===== src/rtl/apb_arbiter.sv =====
// apb_arbiter
// Round-robin arbiter plus APB master sequencer. It shares one APB master port
// between M requesters and runs the SETUP/ACCESS handshake for them. A PREADY
// timeout frees the bus when a slave hangs.
//
// Ports
//   clk, rst                   system clock; synchronous active-high reset
//   req_valid/req_write [M]    per-requester request and direction (1 = write)
//   req_addr/req_wdata [M*32]  per-requester address / write data, slice i at [i*32+:32]
//   req_done [M]               one-hot, single-cycle completion pulse
//   req_err                    qualifies req_done; 1 = transfer aborted by timeout
//   req_rdata [32]             read data, valid while any req_done bit is high
//   m_psel/m_penable/m_pwrite  APB control toward the interconnect
//   m_paddr/m_pwdata [32]      APB address / write data
//   m_pready, m_prdata [32]    APB slave response
//
// Parameters
//   M        number of requesters (>= 2)
//   TIMEOUT  maximum ACCESS cycles with m_pready low before abort; 0 disables it
module apb_arbiter #(
    parameter int M       = 2,
    parameter int TIMEOUT = 1023
) (
    input  logic            clk,
    input  logic            rst,
    input  logic [M-1:0]    req_valid,
    input  logic [M-1:0]    req_write,
    input  logic [M*32-1:0] req_addr,
    input  logic [M*32-1:0] req_wdata,
    output logic [M-1:0]    req_done,
    output logic            req_err,
    output logic [31:0]     req_rdata,
    output logic            m_psel,
    output logic            m_penable,
    output logic            m_pwrite,
    output logic [31:0]     m_paddr,
    output logic [31:0]     m_pwdata,
    input  logic            m_pready,
    input  logic [31:0]     m_prdata
);

    localparam int IW = (M > 1) ? $clog2(M) : 1;
    // With the timeout disabled the counter is a single saturating bit.
    localparam int CW = (TIMEOUT > 0) ? $clog2(TIMEOUT + 1) : 1;

    localparam logic [IW-1:0] LAST_GRANT_INIT = IW'(M - 1);
    localparam logic [CW-1:0] CNT_LAST        = CW'(TIMEOUT - 1);
    localparam logic [CW-1:0] CNT_MAX         = {CW{1'b1}};
    localparam logic [CW-1:0] CNT_ZERO        = {CW{1'b0}};
    localparam logic [M-1:0]  DONE_BASE       = {{(M-1){1'b0}}, 1'b1};
    localparam logic [31:0]   ABORT_RDATA     = 32'hdeadbeef;

    typedef enum logic [1:0] {
        ST_IDLE   = 2'd0,
        ST_SETUP  = 2'd1,
        ST_ACCESS = 2'd2,
        ST_DONE   = 2'd3
    } state_t;

    state_t          state_r;
    logic [IW-1:0]   grant_r;
    logic [IW-1:0]   last_grant_r;
    logic [CW-1:0]   cnt_r;

    logic            pick_found_s;
    logic [IW-1:0]   pick_idx_s;
    logic [IW-1:0]   cand_s;

    // Round-robin pick: first valid requester scanning upward from last_grant+1, wrapping.
    always_comb begin
        pick_found_s = 1'b0;
        pick_idx_s   = last_grant_r;
        cand_s       = last_grant_r;
        for (int k = 1; k <= M; k++) begin
            cand_s = IW'((int'(last_grant_r) + k) % M);
            if (!pick_found_s && req_valid[cand_s]) begin
                pick_found_s = 1'b1;
                pick_idx_s   = cand_s;
            end else begin
                pick_idx_s   = pick_idx_s;
            end
        end
    end

    // Transfer sequencer: grant, SETUP, ACCESS with timeout, single-cycle DONE.
    always_ff @(posedge clk) begin
        if (rst) begin
            state_r      <= ST_IDLE;
            grant_r      <= {IW{1'b0}};
            last_grant_r <= LAST_GRANT_INIT;
            cnt_r        <= CNT_ZERO;
            m_psel       <= 1'b0;
            m_penable    <= 1'b0;
            m_pwrite     <= 1'b0;
            m_paddr      <= 32'h0000_0000;
            m_pwdata     <= 32'h0000_0000;
            req_done     <= {M{1'b0}};
            req_err      <= 1'b0;
            req_rdata    <= 32'h0000_0000;
        end else begin
            case (state_r)
                ST_IDLE: begin
                    if (pick_found_s) begin
                        grant_r      <= pick_idx_s;
                        last_grant_r <= pick_idx_s;
                        m_pwrite     <= req_write[pick_idx_s];
                        m_paddr      <= req_addr[{pick_idx_s, 5'b00000} +: 32];
                        m_pwdata     <= req_wdata[{pick_idx_s, 5'b00000} +: 32];
                        m_psel       <= 1'b1;
                        m_penable    <= 1'b0;
                        state_r      <= ST_SETUP;
                    end else begin
                        m_psel       <= 1'b0;
                        m_penable    <= 1'b0;
                    end
                end
                ST_SETUP: begin
                    m_penable <= 1'b1;
                    cnt_r     <= CNT_ZERO;
                    state_r   <= ST_ACCESS;
                end
                ST_ACCESS: begin
                    if (m_pready) begin
                        // Captured on writes too; requesters ignore it then.
                        req_rdata <= m_prdata;
                        req_done  <= DONE_BASE << grant_r;
                        req_err   <= 1'b0;
                        m_psel    <= 1'b0;
                        m_penable <= 1'b0;
                        state_r   <= ST_DONE;
                    end else if ((TIMEOUT != 0) && (cnt_r == CNT_LAST)) begin
                        req_rdata <= ABORT_RDATA;
                        req_done  <= DONE_BASE << grant_r;
                        req_err   <= 1'b1;
                        m_psel    <= 1'b0;
                        m_penable <= 1'b0;
                        state_r   <= ST_DONE;
                    end else if (cnt_r != CNT_MAX) begin
                        cnt_r <= cnt_r + CW'(1);
                    end else begin
                        cnt_r <= cnt_r;
                    end
                end
                ST_DONE: begin
                    req_done <= {M{1'b0}};
                    req_err  <= 1'b0;
                    state_r  <= ST_IDLE;
                end
                default: begin
                    m_psel    <= 1'b0;
                    m_penable <= 1'b0;
                    req_done  <= {M{1'b0}};
                    req_err   <= 1'b0;
                    state_r   <= ST_IDLE;
                end
            endcase
        end
    end

endmodule


===== config.mk =====
export PLATFORM = sky130hd
export DESIGN_NAME = apb_arbiter
export DESIGN_NICKNAME = d
export VERILOG_FILES = /design/src/rtl/apb_arbiter.sv
export SDC_FILE = /design/constraint.sdc
export NUM_CORES = 1
export LEC_CHECK = 0
export CAP_MARGIN = 20
export CELL_PAD_IN_SITES_DETAIL_PLACEMENT = 1
export CELL_PAD_IN_SITES_GLOBAL_PLACEMENT = 1
export CORE_MARGIN = 1.5
export CORE_UTILIZATION = 30
export DETAILED_ROUTE_END_ITERATION = 10
export PLACE_DENSITY = 0.95
export SLEW_MARGIN = 5
export SYNTH_ARGS = -nofsm -noshare
export SYNTH_HDL_FRONTEND = slang
export SYNTH_SLANG_ARGS = --single-unit
export TNS_END_PERCENT = 50

===== constraint.sdc =====
create_clock -name clk -period 5.4 [get_ports clk]
set_input_delay 1.62 -clock clk [delete_from_list [all_inputs] [get_ports clk]]
set_output_delay 1.62 -clock clk [all_outputs]
set_load 0.05 [all_outputs]

# Word level (Yosys, flattened, before mapping)
# Index checks and enable logic that the tools add are counted.
# word_totals
rom_bits,0
output_inout_bits,102
in_bits,167
latchBits,0
ramBits,0
memories,0
register_bits,116
# classes
mul,0
bitwise_logic,0
n_div,0
n_mux,31
shifts,3
n_eq_ne,10
n_addsub,3
n_lt_le_gt_ge,3
reduce_logical,15
# op_table
operator,n
variable part select 64 x 7 -> 32 bit,2
2-to-1 mux 32 bit,2
2-to-1 mux 10 bit,3
case mux 10 bit (2 select lines),1
2-to-1 mux 1 bit,15
AND reduction 2 bit,6
"adder 10 x 1 -> 10 bit, second input constant",1
"equality test 10 bit, second input constant",1
2-to-1 mux 2 bit,5
"inequality test 10 bit, second input constant",1
"inequality test 2 bit, second input constant",4
case mux 2 bit (4 select lines),1
nonzero test 2 bit,4
"< comparator 1 x 2 -> 1 bit, second input constant",3
"equality test 2 bit, second input constant",2
case mux 1 bit (2 select lines),2
case mux 2 bit (2 select lines),1
AND reduction 4 bit,1
"inequality test 3 bit, second input constant",1
case mux 1 bit (3 select lines),1
nonzero test 3 bit,1
"adder 1 bit, second input constant",2
"equality test 2 x 1 -> 1 bit, second input constant",1
logical NOT 2 bit,1
3 further kinds,3

# Depth between registers and ports, before layout
# Gate-level depths: netlist of the first run.
# depth
ltp_word,9
mapped_depth,8
ltp_nobuf,6

# Worst setup path after synthesis of the first run
# Ideal clock, no wire load.
# synth_path
kind,input-to-reg
start,input port m_pready
end,register cnt_r[9]
setup_slack_ns,2.708
stages,3
required_ns,5.326
setup_time_ns,0.074
arrival_time_ns,2.618
path_cell_list,or3b_2 -> or4_1 -> o211ai_2
# synth_via
elab_chain_len,2
# synth_rtl
element,line_no,source
start: declaration,38,"input logic m_pready,"
inequality test 2 bit (no source line),n/a,
AND reduction 4 bit (no source line),n/a,
end signal: assignment,139,cnt_r <= cnt_r + CW'(1);
end signal: assignment,141,cnt_r <= cnt_r;
end: declaration,63,logic [CW-1:0] cnt_r;
# No other way between the ends.
# A chain may end at the register's enable or synchronous reset.

# Final worst setup path of the first run
# layout_path
start,input port req_valid[0]
end,register m_pwdata[4]
# layout_via
elab_chain_len,7
word_cells_on_any_way,12
cone_classes,shift: 1; mux: 8; reduce/logical: 3
# layout_rtl
element,line_no,source
start: declaration,26,"input logic [M-1:0] req_valid,"
2-to-1 mux 1 bit (implied by the code) (2 in a row),76,if (!pick_found_s && req_valid[cand_s]) begin
2-to-1 mux 1 bit,76,
logical NOT 1 bit,76,
logical AND 1 bit,76,
2-to-1 mux 1 bit,76,
variable part select 64 x 7 -> 32 bit / AND reduction 2 bit (equally long branches),n/a,
end signal: assignment,108,"m_pwdata <= req_wdata[{pick_idx_s, 5'b00000} +: 32];"
end: declaration,37,"output logic [31:0] m_pwdata,"
# Parallel ways exist; a longest one is shown, timed or not. The select of a mux whose other input is x is not followed.

==> results.json, run 1 <==
{
  "layout-drive-gt1-share": 0.05238,
  "syn_to_final_growth_pct": 66.17,
  "ctsHoldBuffers": 0,
  "setup_violations": 0,
  "routed-via-count": 5169,
  "critPathKind": "input pin to flip-flop",
  "grt_overflow": 0,
  "die_y_um": 133.1,
  "synth_area_mm2": 0.005077,
  "drv_cap": 0,
  "initial_core_util": 0.3062,
  "hp-class": "flip-flop to flip-flop",
  "postCtsSetupBuffers": 0,
  "p_per_area_mw_per_mm2": 549.8,
  "tightest_slew_ns": 1.045,
  "worstPathRequired_ns": 5.70,
  "grt_pass1_vias": 5479,
  "r2r_setup_slack_ns": 3.17,
  "layout_commonest_cell": "clkdlybuf4s50_1",
  "coreArea_mm2": 0.01658,
  "layout_common_cells": "267 x clkdlybuf4s50_1, 116 x dfxtp_1, 104 x nor2_1",
  "nFillCells": 1885,
  "fmax_mhz": 302.3,
  "cts-htree-levels": 4,
  "clk_pin_slew_ns": 0.05,
  "io_buffers": 268,
  "drtPass1Iterations": 4,
  "regToRegStartpoint": "state_r[0]",
  "cts_root_buf": "clkbuf_16",
  "antenna_found_initial": 0,
  "cts_buffers": 17,
  "io_pins": 269,
  "arrival_ns": 3.61,
  "end_kind": "flip-flop",
  "syn_avg_cell_area_um2": 9.002,
  "floorplan.rows": 47,
  "rsz0062_at_grt": "false",
  "design.die.area_mm2": 0.01771,
  "avgRoutedWirePerCell_um": 17.50,
  "synth.ff_latch_count": 116,
  "insertion_delay_ns": 0.41,
  "synthCells": 564,
  "fin_crit_ns": 3.308,
  "viasPerCell": 4.965,
  "yosysWarnings": 0,
  "skew_ns": 0.005604,
  "globalplace.congestion": 0.7658,
  "final_hold_viol_count": 0,
  "syn-num-nets": 737,
  "layout.nets": 983,
  "clock-sinks": 116,
  "timing.final.ws_setup_ns": 2.092,
  "die_width_um": 133.1,
  "clock_path_buffers": 2,
  "num_antenna_cells": 0,
  "routed_wl_um": 18210,
  "synth_cell_types": 45,
  "grt_max_degree": 76,
  "rr_endpoint": "m_pwdata[4]",
  "crit_start": "req_valid[0]",
  "p_leak_nw": 3.226,
  "tns_ns": 0,
  "status": "finished clean",
  "remaining_drc_errors": 0,
  "slew_headroom": 0.3036,
  "ant_nets": 0,
  "drt_iter0_drc": 216,
  "dp_slack_ns": 1.662,
  "hold_depth": 2,
  "cts_tree": "built",
  "drv_slew": 0,
  "reg2reg_depth": 6,
  "grtUsageTotal": 0.2016,
  "ir_drop_mv": 0.2644,
  "place.detailed.hpwl_um": 12920,
  "cp-start-kind": "input pin",
  "crit_path_end": "m_pwdata[4]",
  "finalCritPeriodShare": 0.6126,
  "crit_fanout": 51,
  "grt_pass1_wl_um": 28220,
  "ctsResizeCount": 0,
  "seq_area_frac_synth": 0.4574
}
[layout make-up]
cell class              count  area (um^2)  area share
clock buffers              26        509.2     0.06036
repair buffers            273         2730      0.3236
multi-input cells         393         2496      0.2959
flip-flops and latches    116         2322      0.2752
clock inverters             4        70.07    0.008305
inverters                   9        33.78    0.004004
well taps                 220        275.3     0.03263
[cell families after synthesis]
| kind of cell | share of synthesized area |
|---|---|
| flops | 0.4574 |
| fa+ha+maj | 0.01479 |
| simple gates | 0.1511 |
| buf+inv | 0.05422 |
| mux | 0.1378 |
| compound gates | 0.1848 |
[per-layer routing]
metal,global-route usage,vias up,wire length (um)
met5,0,-,0
met4,0.09420,0,556
met3,0.05213,36,1069
met2,0.3672,177,9395
met1,0.2185,2443,7193
li1,-,2513,-
[worst max-delay path, cell delays in order]
cell and delay, ns:
clkdlybuf4s50_1 0.52, inv_1 0.08, mux2i_4 0.14, buf_4 0.67, mux2i_1 0.19, a211oi_1 0.32
[cell usage after synthesis, drive strengths merged]
library cell / count / area share
or4: 1 / 0.0015
a21boi: 1 / 0.0015
nor3: 25 / 0.025
o22ai: 1 / 0.0012
nor3b: 1 / 0.0015
o21ai: 16 / 0.016
a21o: 1 / 0.0015
a2bb2oi: 1 / 0.0017
or2: 1 / 0.0012
a31oi: 5 / 0.0062
nor2b: 1 / 0.0012
mux2: 1 / 0.0030
or3: 3 / 0.0037
o21a: 2 / 0.0030
dfxtp: 116 / 0.46
or3b: 1 / 0.0017
inv: 9 / 0.0067
a41oi: 2 / 0.0035
nor2: 104 / 0.077
ha: 6 / 0.015
buf: 19 / 0.028
a31o: 1 / 0.0017
nand2: 24 / 0.018
nand3b: 1 / 0.0015
nand2b: 1 / 0.0012
a211oi: 67 / 0.099
and3: 2 / 0.0025
and4: 1 / 0.0020
o21ba: 1 / 0.0020
and2: 3 / 0.0037
mux2i: 68 / 0.13
nor4: 1 / 0.0012
nand4: 4 / 0.0049
a41o: 1 / 0.0020
clkbuf: 27 / 0.020
a311oi: 1 / 0.0017
nand3: 4 / 0.0039
a21oi: 36 / 0.036
o211ai: 4 / 0.0079
[stage by stage]
step / cell area (um^2) / instances / total power [mW] / hold WS, ns / util
after CTS: 8437 / 1041 / 4.691 / 0.4852 / 0.5088
after global placement: 7858 / 1011 / 3.473 / 0.4592 / 0.4738
final: 8437 / 1041 / 4.639 / 0.4835 / 0.5088
after floorplan: 5077 / 564 / 2.736 / 0.4473 / -
after detailed placement: 7858 / 1011 / 3.542 / 0.4776 / 0.4738
after global routing: 8437 / 1041 / 4.853 / 0.5090 / 0.5088
[worst min path at each step]
stage	from	endpoint	slack [ns]
3_5_place_dp	cnt_r[6]	cnt_r[6]	0.48
3_3_place_gp	req_rdata[17]	req_rdata[17]	0.46
6_report	req_rdata[8]	req_rdata[8]	0.48
2_1_floorplan	cnt_r[6]	cnt_r[6]	0.45
5_1_grt	req_rdata[17]	req_rdata[17]	0.51
4_1_cts	req_rdata[14]	req_rdata[14]	0.49
[registers in the layout (all words and copies together) (netlist names)]
signal,count
req_err,1
m_paddr,32
m_psel,1
req_rdata,32
grant_r,1
m_pwdata,32
m_penable,1
last_grant_r,1
state_r,2
cnt_r,10
m_pwrite,1
req_done,2
[power by group]
group          total [mW]  leakage (nW)  switching [mW]  internal (mW)
registers            1.27         0.955           0.149           1.12
clock network        1.12         0.286           0.385          0.734
logic                2.25          1.99            1.48          0.775
Note: power is estimated with default switching activity, not from simulation.
==> run 2, diff against run 1 <==
--- a/config.mk
+++ b/config.mk
@@ -9,9 +9,9 @@
 export CELL_PAD_IN_SITES_DETAIL_PLACEMENT = 1
 export CELL_PAD_IN_SITES_GLOBAL_PLACEMENT = 1
 export CORE_MARGIN = 1.5
-export CORE_UTILIZATION = 30
+export CORE_UTILIZATION = 25
 export DETAILED_ROUTE_END_ITERATION = 10
-export PLACE_DENSITY = 0.95
+export PLACE_DENSITY = 0.85
 export SLEW_MARGIN = 5
 export SYNTH_ARGS = -nofsm -noshare
 export SYNTH_HDL_FRONTEND = slang
==> constraint.sdc (replaced) <==
create_clock -name clk -period 2.9 [get_ports clk]
set_input_delay 0.87 -clock clk [delete_from_list [all_inputs] [get_ports clk]]
set_output_delay 0.87 -clock clk [all_outputs]
set_load 0.05 [all_outputs]
==> run 2 against run 1 <==
Against the previous run:
- hold slack got worse by 0.0064 ns
- via count fell by 0.33%
- sequential power rose by 86%
- first-iteration DRC count fell by 37%
- critical path type is now flip-flop to output pin
==> results.json, run 2 (same netlist as run 1, synthesis figures left out) <==
{
  "fmax_mhz": 401.3,
  "viasPerCell": 4.714,
  "hold_end": "req_rdata[17]",
  "design.die.area_mm2": 0.02117,
  "finalCritPeriodShare": 0.8593,
  "min_from": "req_rdata[17]",
  "register_area_mm2": 0.002322,
  "num_antenna_cells": 0,
  "drv_slew": 0,
  "io_buffers": 268,
  "die_width_um": 145.5,
  "ctsResizeCount": 0,
  "tightest_slew_ns": 0.7159,
  "avgRoutedWirePerCell_um": 16.90,
  "end_kind": "output pin",
  "tns_ns": 0,
  "max_stage_delay_ns": 0.83,
  "multi_input_area_mm2": 0.002496,
  "remaining_drc_errors": 0,
  "regToRegStartpoint": "cnt_r[0]",
  "insertion_delay_ns": 0.41,
  "drv_cap": 0,
  "clock-sinks": 116,
  "cp_num_buf_inv": 1,
  "rsz0062_at_grt": "false",
  "grt_overflow": 0,
  "drt_iter0_drc": 136,
  "instances_no_fill": 1093,
  "clk_pin_slew_ns": 0.05,
  "syn_to_final_growth_pct": 69.42,
  "nFillCells": 2231,
  "top_regs": "m_paddr x32, m_pwdata x32, req_rdata x32",
  "path_cells": "clkdlybuf4s50_1",
  "setup_violations": 0,
  "hp-class": "flip-flop to flip-flop",
  "arrival_ns": 1.62,
  "postCtsSetupBuffers": 0,
  "layout-drive-gt1-share": 0.06159,
  "grt_pass1_vias": 5466,
  "critPathTopFamily": "buffers and inverters",
  "cts_buffers": 17,
  "initial_core_util": 0.2575,
  "grtUsageTotal": 0.1756,
  "place_inst": 1064,
  "floorplan.rows": 51,
  "fin_crit_ns": 2.492,
  "grt_pass1_wl_um": 29570,
  "ir_drop_mv": 0.5129,
  "place.detailed.hpwl_um": 13620,
  "grt_max_degree": 80,
  "r2r_setup_slack_ns": 0.82,
  "skew_ns": 0.007777,
  "rr_endpoint": "cnt_r[4]",
  "clock_path_buffers": 2,
  "hold_depth": 2,
  "critPathSlowestCell": "clkdlybuf4s50_1",
  "layout_common_cells": "267 x clkdlybuf4s50_1, 116 x dfxtp_1, 104 x nor2_1",
  "status": "finished clean",
  "die_y_um": 145.5,
  "antenna_found_initial": 0,
  "slew_headroom": 0.5165,
  "p_per_area_mw_per_mm2": 1004,
  "critPathKind": "flip-flop to output pin",
  "layout.nets": 991,
  "ant_nets": 0,
  "drtPass1Iterations": 4,
  "worstPathRequired_ns": 2.03,
  "globalplace.congestion": 0.7925,
  "crit_fanout": 3,
  "p_leak_nw": 3.276,
  "reg2reg_depth": 6,
  "cts_tree": "built",
  "cts-htree-levels": 4,
  "coreArea_mm2": 0.01972,
  "layout_commonest_cell": "clkdlybuf4s50_1",
  "routed-via-count": 5152,
  "cts_root_buf": "clkbuf_16",
  "cp-start-kind": "flip-flop",
  "ctsHoldBuffers": 0,
  "routed_wl_um": 18480,
  "final_hold_viol_count": 0,
  "io_pins": 269
}
==> run 2: cell types whose count changed in the layout (fill, tap and decap cells not counted), sizes merged <==
cell,previous run,this run
buf,6,14
bufinv,2,1
clkbuf,26,25
clkinvlp,0,1
==> run 2: power breakdown <==
group,internal [mW],total [mW],switching [mW]
Combinational,1.52,4.27,2.75
Sequential,2.08,2.36,0.278
Clock,1.28,2.00,0.725
==> run 2: routing by layer <==
metal | vias up | wire, um | GRT usage
met5 | - | 0 | 0
met4 | 0 | 493 | 0.07092
met3 | 30 | 947 | 0.04545
met2 | 167 | 9304 | 0.3045
met1 | 2429 | 7732 | 0.2057
li1 | 2526 | - | -
==> run 2: layout make-up <==
class | count | area share
sequential | 116 | 0.2700
timing repair buffer | 281 | 0.3331
multi-input combinational | 393 | 0.2902
tap | 265 | 0.03855
clock inverter | 4 | 0.005527
inverter | 9 | 0.003927
clock buffer | 25 | 0.05876
==> run 2: metrics by stage <==
step                      cell area, um^2  hold WS [ns]  worst slack, ns  utilization  power (mW)
after floorplan                      5077        0.4473           0.9580            -       5.094
after global placement               8049        0.4594           0.3636       0.4082       6.603
after detailed placement             8049        0.4729           0.2810       0.4082       6.696
after CTS                            8602        0.4836           0.3743       0.4363       8.753
after global routing                 8602        0.5037           0.3641       0.4363       9.082
final                                8602        0.4772           0.4080       0.4363       8.634
==> run 2: how the worst max path moves through the flow <==
stage,slack (ns),start,end,depth (start not counted)
6_report,0.41,m_psel,m_psel,1
5_1_grt,0.36,m_psel,m_psel,1
4_1_cts,0.37,m_paddr[16],m_paddr[16],1
3_5_place_dp,0.28,req_valid[0],m_paddr[13],6
3_3_place_gp,0.36,m_pready,cnt_r[9],4
2_1_floorplan,0.96,m_pready,cnt_r[9],3
